**src/rtl/keypad_emulator_pkg.sv**
```systemverilog
// Shared definitions for the 4x4 keypad emulator: game key codes, the
// emulator FSM state encoding and the contact-per-state rule.
package keypad_emulator_pkg;

    // Key codes as seen by the 2048 game (row = code[3:2], column = code[1:0]).
    localparam logic [3:0] KEY_LEFT  = 4'd1;
    localparam logic [3:0] KEY_RIGHT = 4'd3;
    localparam logic [3:0] KEY_UP    = 4'd6;
    localparam logic [3:0] KEY_DOWN  = 4'd2;

    // Emulator FSM states, 3-bit encoding.
    typedef enum logic [2:0] {
        ST_IDLE = 3'd0,
        ST_BIN  = 3'd1,
        ST_HOLD = 3'd2,
        ST_BOUT = 3'd3,
        ST_GAP  = 3'd4
    } kp_state_e;

    // Contact is closed on even press-bounce phases, throughout HOLD,
    // and on odd release-bounce phases; open everywhere else.
    function automatic logic contact_of(input kp_state_e st, input logic phase_odd);
        logic c;
        c = 1'b0;
        case (st)
            ST_BIN:  c = ~phase_odd;
            ST_HOLD: c = 1'b1;
            ST_BOUT: c = phase_odd;
            default: c = 1'b0;
        endcase
        return c;
    endfunction

endpackage

```
**src/rtl/keypad_emulator_tick.sv**
```systemverilog
// Timing-tick prescaler: emits a one-clk tick every TICK_DIV clks,
// counted from the last synchronous clear.
module keypad_tick_gen #(
    parameter int TICK_DIV = 50000
) (
    input  logic clk,
    input  logic rst,
    input  logic i_clear,
    output logic o_tick
);

    localparam int CNT_W = (TICK_DIV > 1) ? $clog2(TICK_DIV) : 1;
    localparam logic [CNT_W-1:0] CNT_LAST = CNT_W'(TICK_DIV - 1);

    logic [CNT_W-1:0] r_cnt;
    logic             w_wrap;

    assign w_wrap = (r_cnt == CNT_LAST);
    // The clear cycle itself never ticks, so the first tick lands TICK_DIV clks later.
    assign o_tick = w_wrap && !i_clear;

    // Free-running divider, restarted by a clear or on reaching its last count.
    always_ff @(posedge clk) begin
        if (!rst) begin
            r_cnt <= '0;
        end else if (i_clear || w_wrap) begin
            r_cnt <= '0;
        end else begin
            r_cnt <= r_cnt + CNT_W'(1);
        end
    end

endmodule

```
**src/rtl/keypad_emulator.sv**
```systemverilog
// Passive 4x4 matrix keypad model. Accepts press commands, plays out press
// bounce, hold, release bounce and a quiet gap, and returns the addressed row
// low whenever the modelled contact is closed and its column is strobed.
module keypad_emulator
    import keypad_emulator_pkg::*;
#(
    parameter int TICK_DIV       = 50000,
    parameter int BOUNCE_TOGGLES = 4,
    parameter int BOUNCE_TICKS   = 1,
    parameter int GAP_TICKS      = 20,
    parameter int HOLD_W         = 16
) (
    input  logic              clk,
    input  logic              rst,
    input  logic              cmd_valid,
    output logic              cmd_ready,
    input  logic [3:0]        cmd_code,
    input  logic [HOLD_W-1:0] cmd_hold,
    input  logic [3:0]        col,
    output logic [3:0]        row,
    output logic              busy,
    output logic              contact,
    output logic              done
);

    // Bounce phase count per edge; at least 1 so widths stay legal with no bounce.
    localparam int NPH  = (BOUNCE_TOGGLES > 0) ? 2 * BOUNCE_TOGGLES - 1 : 1;
    localparam int PH_W = (NPH > 1) ? $clog2(NPH) : 1;
    localparam logic [PH_W-1:0] PH_LAST = PH_W'(NPH - 1);

    // One tick counter serves both bounce phases and the gap.
    localparam int TC_MAX = (BOUNCE_TICKS > GAP_TICKS) ? BOUNCE_TICKS : GAP_TICKS;
    localparam int TC_W   = (TC_MAX > 1) ? $clog2(TC_MAX) : 1;
    localparam logic [TC_W-1:0] BNC_LAST = TC_W'(BOUNCE_TICKS - 1);
    localparam logic [TC_W-1:0] GAP_LAST = TC_W'(GAP_TICKS - 1);

    // With no bounce the bounce states are skipped entirely.
    localparam kp_state_e ST_AFTER_ACCEPT = (BOUNCE_TOGGLES > 0) ? ST_BIN  : ST_HOLD;
    localparam kp_state_e ST_AFTER_HOLD   = (BOUNCE_TOGGLES > 0) ? ST_BOUT : ST_GAP;

    kp_state_e         r_state;
    kp_state_e         w_state_nxt;
    logic [PH_W-1:0]   r_phase;
    logic [PH_W-1:0]   w_phase_nxt;
    logic [TC_W-1:0]   r_tcnt;
    logic [TC_W-1:0]   w_tcnt_nxt;
    logic [HOLD_W-1:0] r_hold_cnt;
    logic [HOLD_W-1:0] w_hold_cnt_nxt;
    logic [HOLD_W-1:0] r_hold_len;
    logic [3:0]        r_code;
    logic [3:0]        r_row;
    logic [3:0]        w_row_nxt;
    logic              r_done;
    logic              w_done_nxt;
    logic              w_accept;
    logic              w_tick;
    logic              w_contact;

    assign cmd_ready = (r_state == ST_IDLE);
    assign busy      = ~cmd_ready;
    assign w_accept  = cmd_valid && cmd_ready;
    assign w_contact = contact_of(r_state, r_phase[0]);
    assign contact   = w_contact;
    assign row       = r_row;
    assign done      = r_done;

    keypad_tick_gen #(
        .TICK_DIV (TICK_DIV)
    ) u_tick (
        .clk     (clk),
        .rst     (rst),
        .i_clear (w_accept),
        .o_tick  (w_tick)
    );

    // Next-state and counter logic: every phase advances only on a tick.
    always_comb begin
        // NOTE: every output of this block gets a default first, so no path
        // leaves a value unassigned and no latch is inferred.
        w_state_nxt    = r_state;
        w_phase_nxt    = r_phase;
        w_tcnt_nxt     = r_tcnt;
        w_hold_cnt_nxt = r_hold_cnt;
        w_done_nxt     = 1'b0;
        case (r_state)
            ST_IDLE: begin
                if (w_accept) begin
                    w_phase_nxt    = '0;
                    w_tcnt_nxt     = '0;
                    w_hold_cnt_nxt = '0;
                    w_state_nxt    = ST_AFTER_ACCEPT;
                end
            end
            ST_BIN, ST_BOUT: begin
                if (w_tick) begin
                    if (r_tcnt == BNC_LAST) begin
                        w_tcnt_nxt = '0;
                        if (r_phase == PH_LAST) begin
                            w_phase_nxt = '0;
                            w_state_nxt = (r_state == ST_BIN) ? ST_HOLD : ST_GAP;
                        end else begin
                            w_phase_nxt = r_phase + PH_W'(1);
                        end
                    end else begin
                        w_tcnt_nxt = r_tcnt + TC_W'(1);
                    end
                end
            end
            ST_HOLD: begin
                if (w_tick) begin
                    // r_hold_len is never 0, so the subtraction cannot wrap.
                    if (r_hold_cnt == r_hold_len - HOLD_W'(1)) begin
                        w_hold_cnt_nxt = '0;
                        w_state_nxt    = ST_AFTER_HOLD;
                    end else begin
                        w_hold_cnt_nxt = r_hold_cnt + HOLD_W'(1);
                    end
                end
            end
            ST_GAP: begin
                if (w_tick) begin
                    if (r_tcnt == GAP_LAST) begin
                        w_tcnt_nxt  = '0;
                        w_done_nxt  = 1'b1;
                        w_state_nxt = ST_IDLE;
                    end else begin
                        w_tcnt_nxt = r_tcnt + TC_W'(1);
                    end
                end
            end
            default: begin
                w_state_nxt = ST_IDLE;
            end
        endcase
    end

    // State and counter registers; reset drops any command in flight.
    always_ff @(posedge clk) begin
        // NOTE: sequential state uses non-blocking assignments so every register
        // samples the pre-edge values, independent of statement order.
        if (!rst) begin
            r_state    <= ST_IDLE;
            r_phase    <= '0;
            r_tcnt     <= '0;
            r_hold_cnt <= '0;
            r_done     <= 1'b0;
        end else begin
            r_state    <= w_state_nxt;
            r_phase    <= w_phase_nxt;
            r_tcnt     <= w_tcnt_nxt;
            r_hold_cnt <= w_hold_cnt_nxt;
            r_done     <= w_done_nxt;
        end
    end

    // Latch key code and hold length on accept; a hold of 0 behaves as 1.
    always_ff @(posedge clk) begin
        if (!rst) begin
            r_code     <= '0;
            r_hold_len <= HOLD_W'(1);
        end else if (w_accept) begin
            r_code     <= cmd_code;
            r_hold_len <= (cmd_hold == '0) ? HOLD_W'(1) : cmd_hold;
        end
    end

    // Only the addressed row can be pulled low, and only while its column is strobed.
    always_comb begin
        w_row_nxt = 4'hF;
        if (w_contact && !col[r_code[1:0]]) begin
            w_row_nxt[r_code[3:2]] = 1'b0;
        end
    end

    // Registered row return, one clk behind contact and column.
    always_ff @(posedge clk) begin
        if (!rst) begin
            r_row <= 4'hF;
        end else begin
            r_row <= w_row_nxt;
        end
    end

endmodule

```
**config.mk**
```make
export PLATFORM = sky130hd
export DESIGN_NAME = keypad_emulator
export DESIGN_NICKNAME = d
export VERILOG_FILES = /design/src/rtl/keypad_emulator_pkg.sv /design/src/rtl/keypad_emulator_tick.sv /design/src/rtl/keypad_emulator.sv
export SDC_FILE = /design/constraint.sdc
export NUM_CORES = 1
export LEC_CHECK = 0
export BUFFER_PORTS_ARGS = -buffer_cell sky130_fd_sc_hd__buf_2
export CAP_MARGIN = 20
export CORE_MARGIN = 2
export CORE_UTILIZATION = 59
export DETAILED_ROUTE_END_ITERATION = 16
export GPL_TIMING_DRIVEN = 0
export PLACE_DENSITY = 0.8
export SLEW_MARGIN = 20
export SYNTH_ARGS = -nofsm -noshare
export SYNTH_HDL_FRONTEND = slang
export SYNTH_HIERARCHICAL = 1
export SYNTH_SLANG_ARGS = --single-unit
```
**constraint.sdc**
```tcl
create_clock -name clk -period 4.3 [get_ports clk]
set_clock_uncertainty 0.15 [all_clocks]
set_input_delay 0.43 -clock clk [delete_from_list [all_inputs] [get_ports clk]]
set_output_delay 0.43 -clock clk [all_outputs]
set_load 0.01 [all_outputs]
```
==> metrics <==
register bit total from synthesis=slightly below 70; final setup vio count=0; Slew headroom=around three fifths; cell taking the most area after synthesis=dfxtp_1; CP peak stage delay=between 500 and 600 ps; Multi-input gate area=0.00209 mm2; worst skew pair latency=350 ps; Slew @ Worst Pin=approximately 630 ps; vias in the first global route=2764; chip height=roughly 80 um; Placement Cell Area=approximately 0.0039 mm2; Tmin final=~3900 ps; pwr dens=433 mW/mm2; RSZ-0062 raised after global routing=no; CP Data Required Time=~4400 ps; synth warn=6; fin. max-slew vios=0; first-pass GRT wire length=12.5 mm; total CTS buffers=9; Seq. cell area=0.00136 mm2; hold path cells=3; CP Capture Type=flop; Synth async-reset ratio=0%; register area share after synthesis=37.9%; Avg Cell Area, Syn=roughly 8.4 um2; Crit path top cell by count=nor2_1; total vias in the final route=3072; HPWL Detailed=5.65 mm; P_leak=around 1.5 nW; Routed Antenna Nets=0; io pins=35; Clock Path Buffers=2; synthesized cell area=around 0.0036 mm2; status=finished clean; WL/cell=roughly 14 um; largest cells by area after synthesis=dfxtp_1, nand2_1, xnor2_1; layout cells sized above 1=~15%; GPL Wtd Cong=~0.89; drt via density=roughly 5.5; die span in x=~82 um; Root Driver=clkbuf_8; cts repair resizes=0; Die ar.=~0.0067 mm2; total gr overflow=0; final hold viol count=0; largest net degree at the start of global routing=14; post-synth cell types=57; worst-path cell chain=or4b_1, or4_4, nor2_1, mux2i_1, nor3_2, and4_1, clkbuf_1, nor2b_1, nand4_1, xor2_1, nor2_1; TritonRoute pass-1 iters=4; critical-path maximum fanout=10; max-cap viol count=0; CTS sink cnt=68; worst path arrival time=around 4000 ps; fillcell total=about 490; row cnt=28; CP startpoint kind=flop; TritonCTS clock tree=done; initial antenna violation count=0; Max VDD drop=between 200 and 250 uV; fin area=approximately 0.0041 mm2; number of synthesized flops with an enable pin=0; Final nets=a little over 500; Core ar.=around 0.006 mm2; All-Layer GR Usage=roughly a quarter; critical path's slowest cell=or4_4; setup bufs post-CTS=0; most frequent cells in the layout=dfxtp_1, nand2_1, nor2_1, buf_2, xnor2_1; R2R depth=11; H-tree depth=3; setup TNS=0 ps; hold_buf cts=0; IO buf count=34; Power Total=approximately 1.8 mW; post-synthesis cell count=about 430; initial core utilization=between 60% and 70%; Post-synth top flop=dfxtp_1; FMAX=roughly 260 MHz; period utilisation layout=90.6%; Final Util=between 60 and 70%; residual DRC count=0; commonest non-fill, non-tap cell in the layout=dfxtp_1; Worst Hold Class=input port to flop; final wirelength=around 7.8 mm; area delta synth->final=13.5%; Ant. Diodes=0; critical path class=flop to flop; syn_nets=around 460; Reg clk slew, reported paths=~80 ps; post-synth top area share=between 30% and 40%; Iter 0 DRT Violations=approximately 180
==> synthesized netlist by cell type (2+ instances only) <==
cell,number
buf_4,2
nor2b_1,10
ha_1,5
or4_4,2
nor4b_1,2
dfxtp_1,68
nor4_1,9
or2_2,2
a31o_2,2
clkbuf_1,10
or3_1,2
o31ai_1,5
inv_1,12
a41oi_1,2
and3_1,4
o22ai_1,3
and4_1,2
mux2i_1,4
nor3b_1,2
o2111ai_1,2
xor2_1,21
o211ai_1,2
a31oi_1,2
or4b_1,2
nand2b_1,5
nand3b_1,8
nand4_1,11
xnor2_1,25
nand2_1,65
o21ai_0,10
nor2_1,50
nand3_1,14
nor3_1,11
buf_6,2
a21oi_1,6
a21boi_0,22
and2_1,3
==> sequential cells by signal (all words and copies together), names as in the netlist <==
| register | flops |
|---|---|
| u_tick/r_cnt | 16 |
| r_state | 3 |
| r_tcnt | 5 |
| done | 1 |
| r_phase | 3 |
| r_hold_len | 16 |
| r_hold_cnt | 16 |
| r_code | 4 |
| row | 4 |
==> area by class of cell <==
cell class | count | area share (%)
plain buffers | 16 | 2.33
clock buffers | 9 | 3.04
clock inverters | 7 | 2.40
inverters | 12 | 1.11
multi-input cells | 333 | 51.2
flip-flops and latches | 68 | 33.4
well taps | 75 | 2.30
repair buffers | 34 | 4.18
==> critical path: cells and delay by family (launching register included) <==
family	cells	cell delay, ps
xor gates and xnor gates	1	160
buffers and inverters	1	240
DFF	1	360
muxes	1	200
and+or+nand+nor	8	2680
==> metal layers <==
metal	GRT usage (%)	part of all wire, %
met5	0	0
met4	8.50	2.2
met3	6.70	3.2
met2	41.1	49
met1	29.9	45
==> worst paths after layout <==
| check | slack (ps) | startpoint | to |
|---|---|---|---|
| worst max-delay path | 400 | u_tick/r_cnt[7] | r_hold_cnt[15] |
| worst min-delay path | 170 | cmd_code[2] | r_code[2] |
| worst max register to register | 400 | u_tick/r_cnt[7] | r_hold_cnt[15] |
| worst min register to register | 280 | r_code[2] | row[1] |
==> power by group <==
group	internal [mW]	switching [mW]	leakage [nW]
sequential	0.672	0.0465	0.552
clock	0.329	0.267	0.106
combinational	0.182	0.265	0.831
total	1.18	0.578	1.49
==> per-stage QoR <==
stage / worst slack, ps / instances / hold WS (ps)
floorplan: 958 / 429 / 237
global placement: 457 / 538 / 253
detailed placement: 473 / 538 / 261
CTS: 423 / 554 / 157
global route: 108 / 554 / 160
finish: 403 / 554 / 170
==> cell families (layout without fill, tap and decap cells) <==
family	count (synthesis)	in the layout	synth area share, %
AND/OR/NAND/NOR	212	212	30.5
flip-flops	68	68	37.9
AO/OA/AOI/OAI	65	65	12.9
XOR/XNOR	46	46	11.2
buffers and inverters	28	78	3.91
adder cells (fa/ha/maj)	5	5	1.74
multiplexers	5	5	1.74
Power figures use the tool's default switching activity.
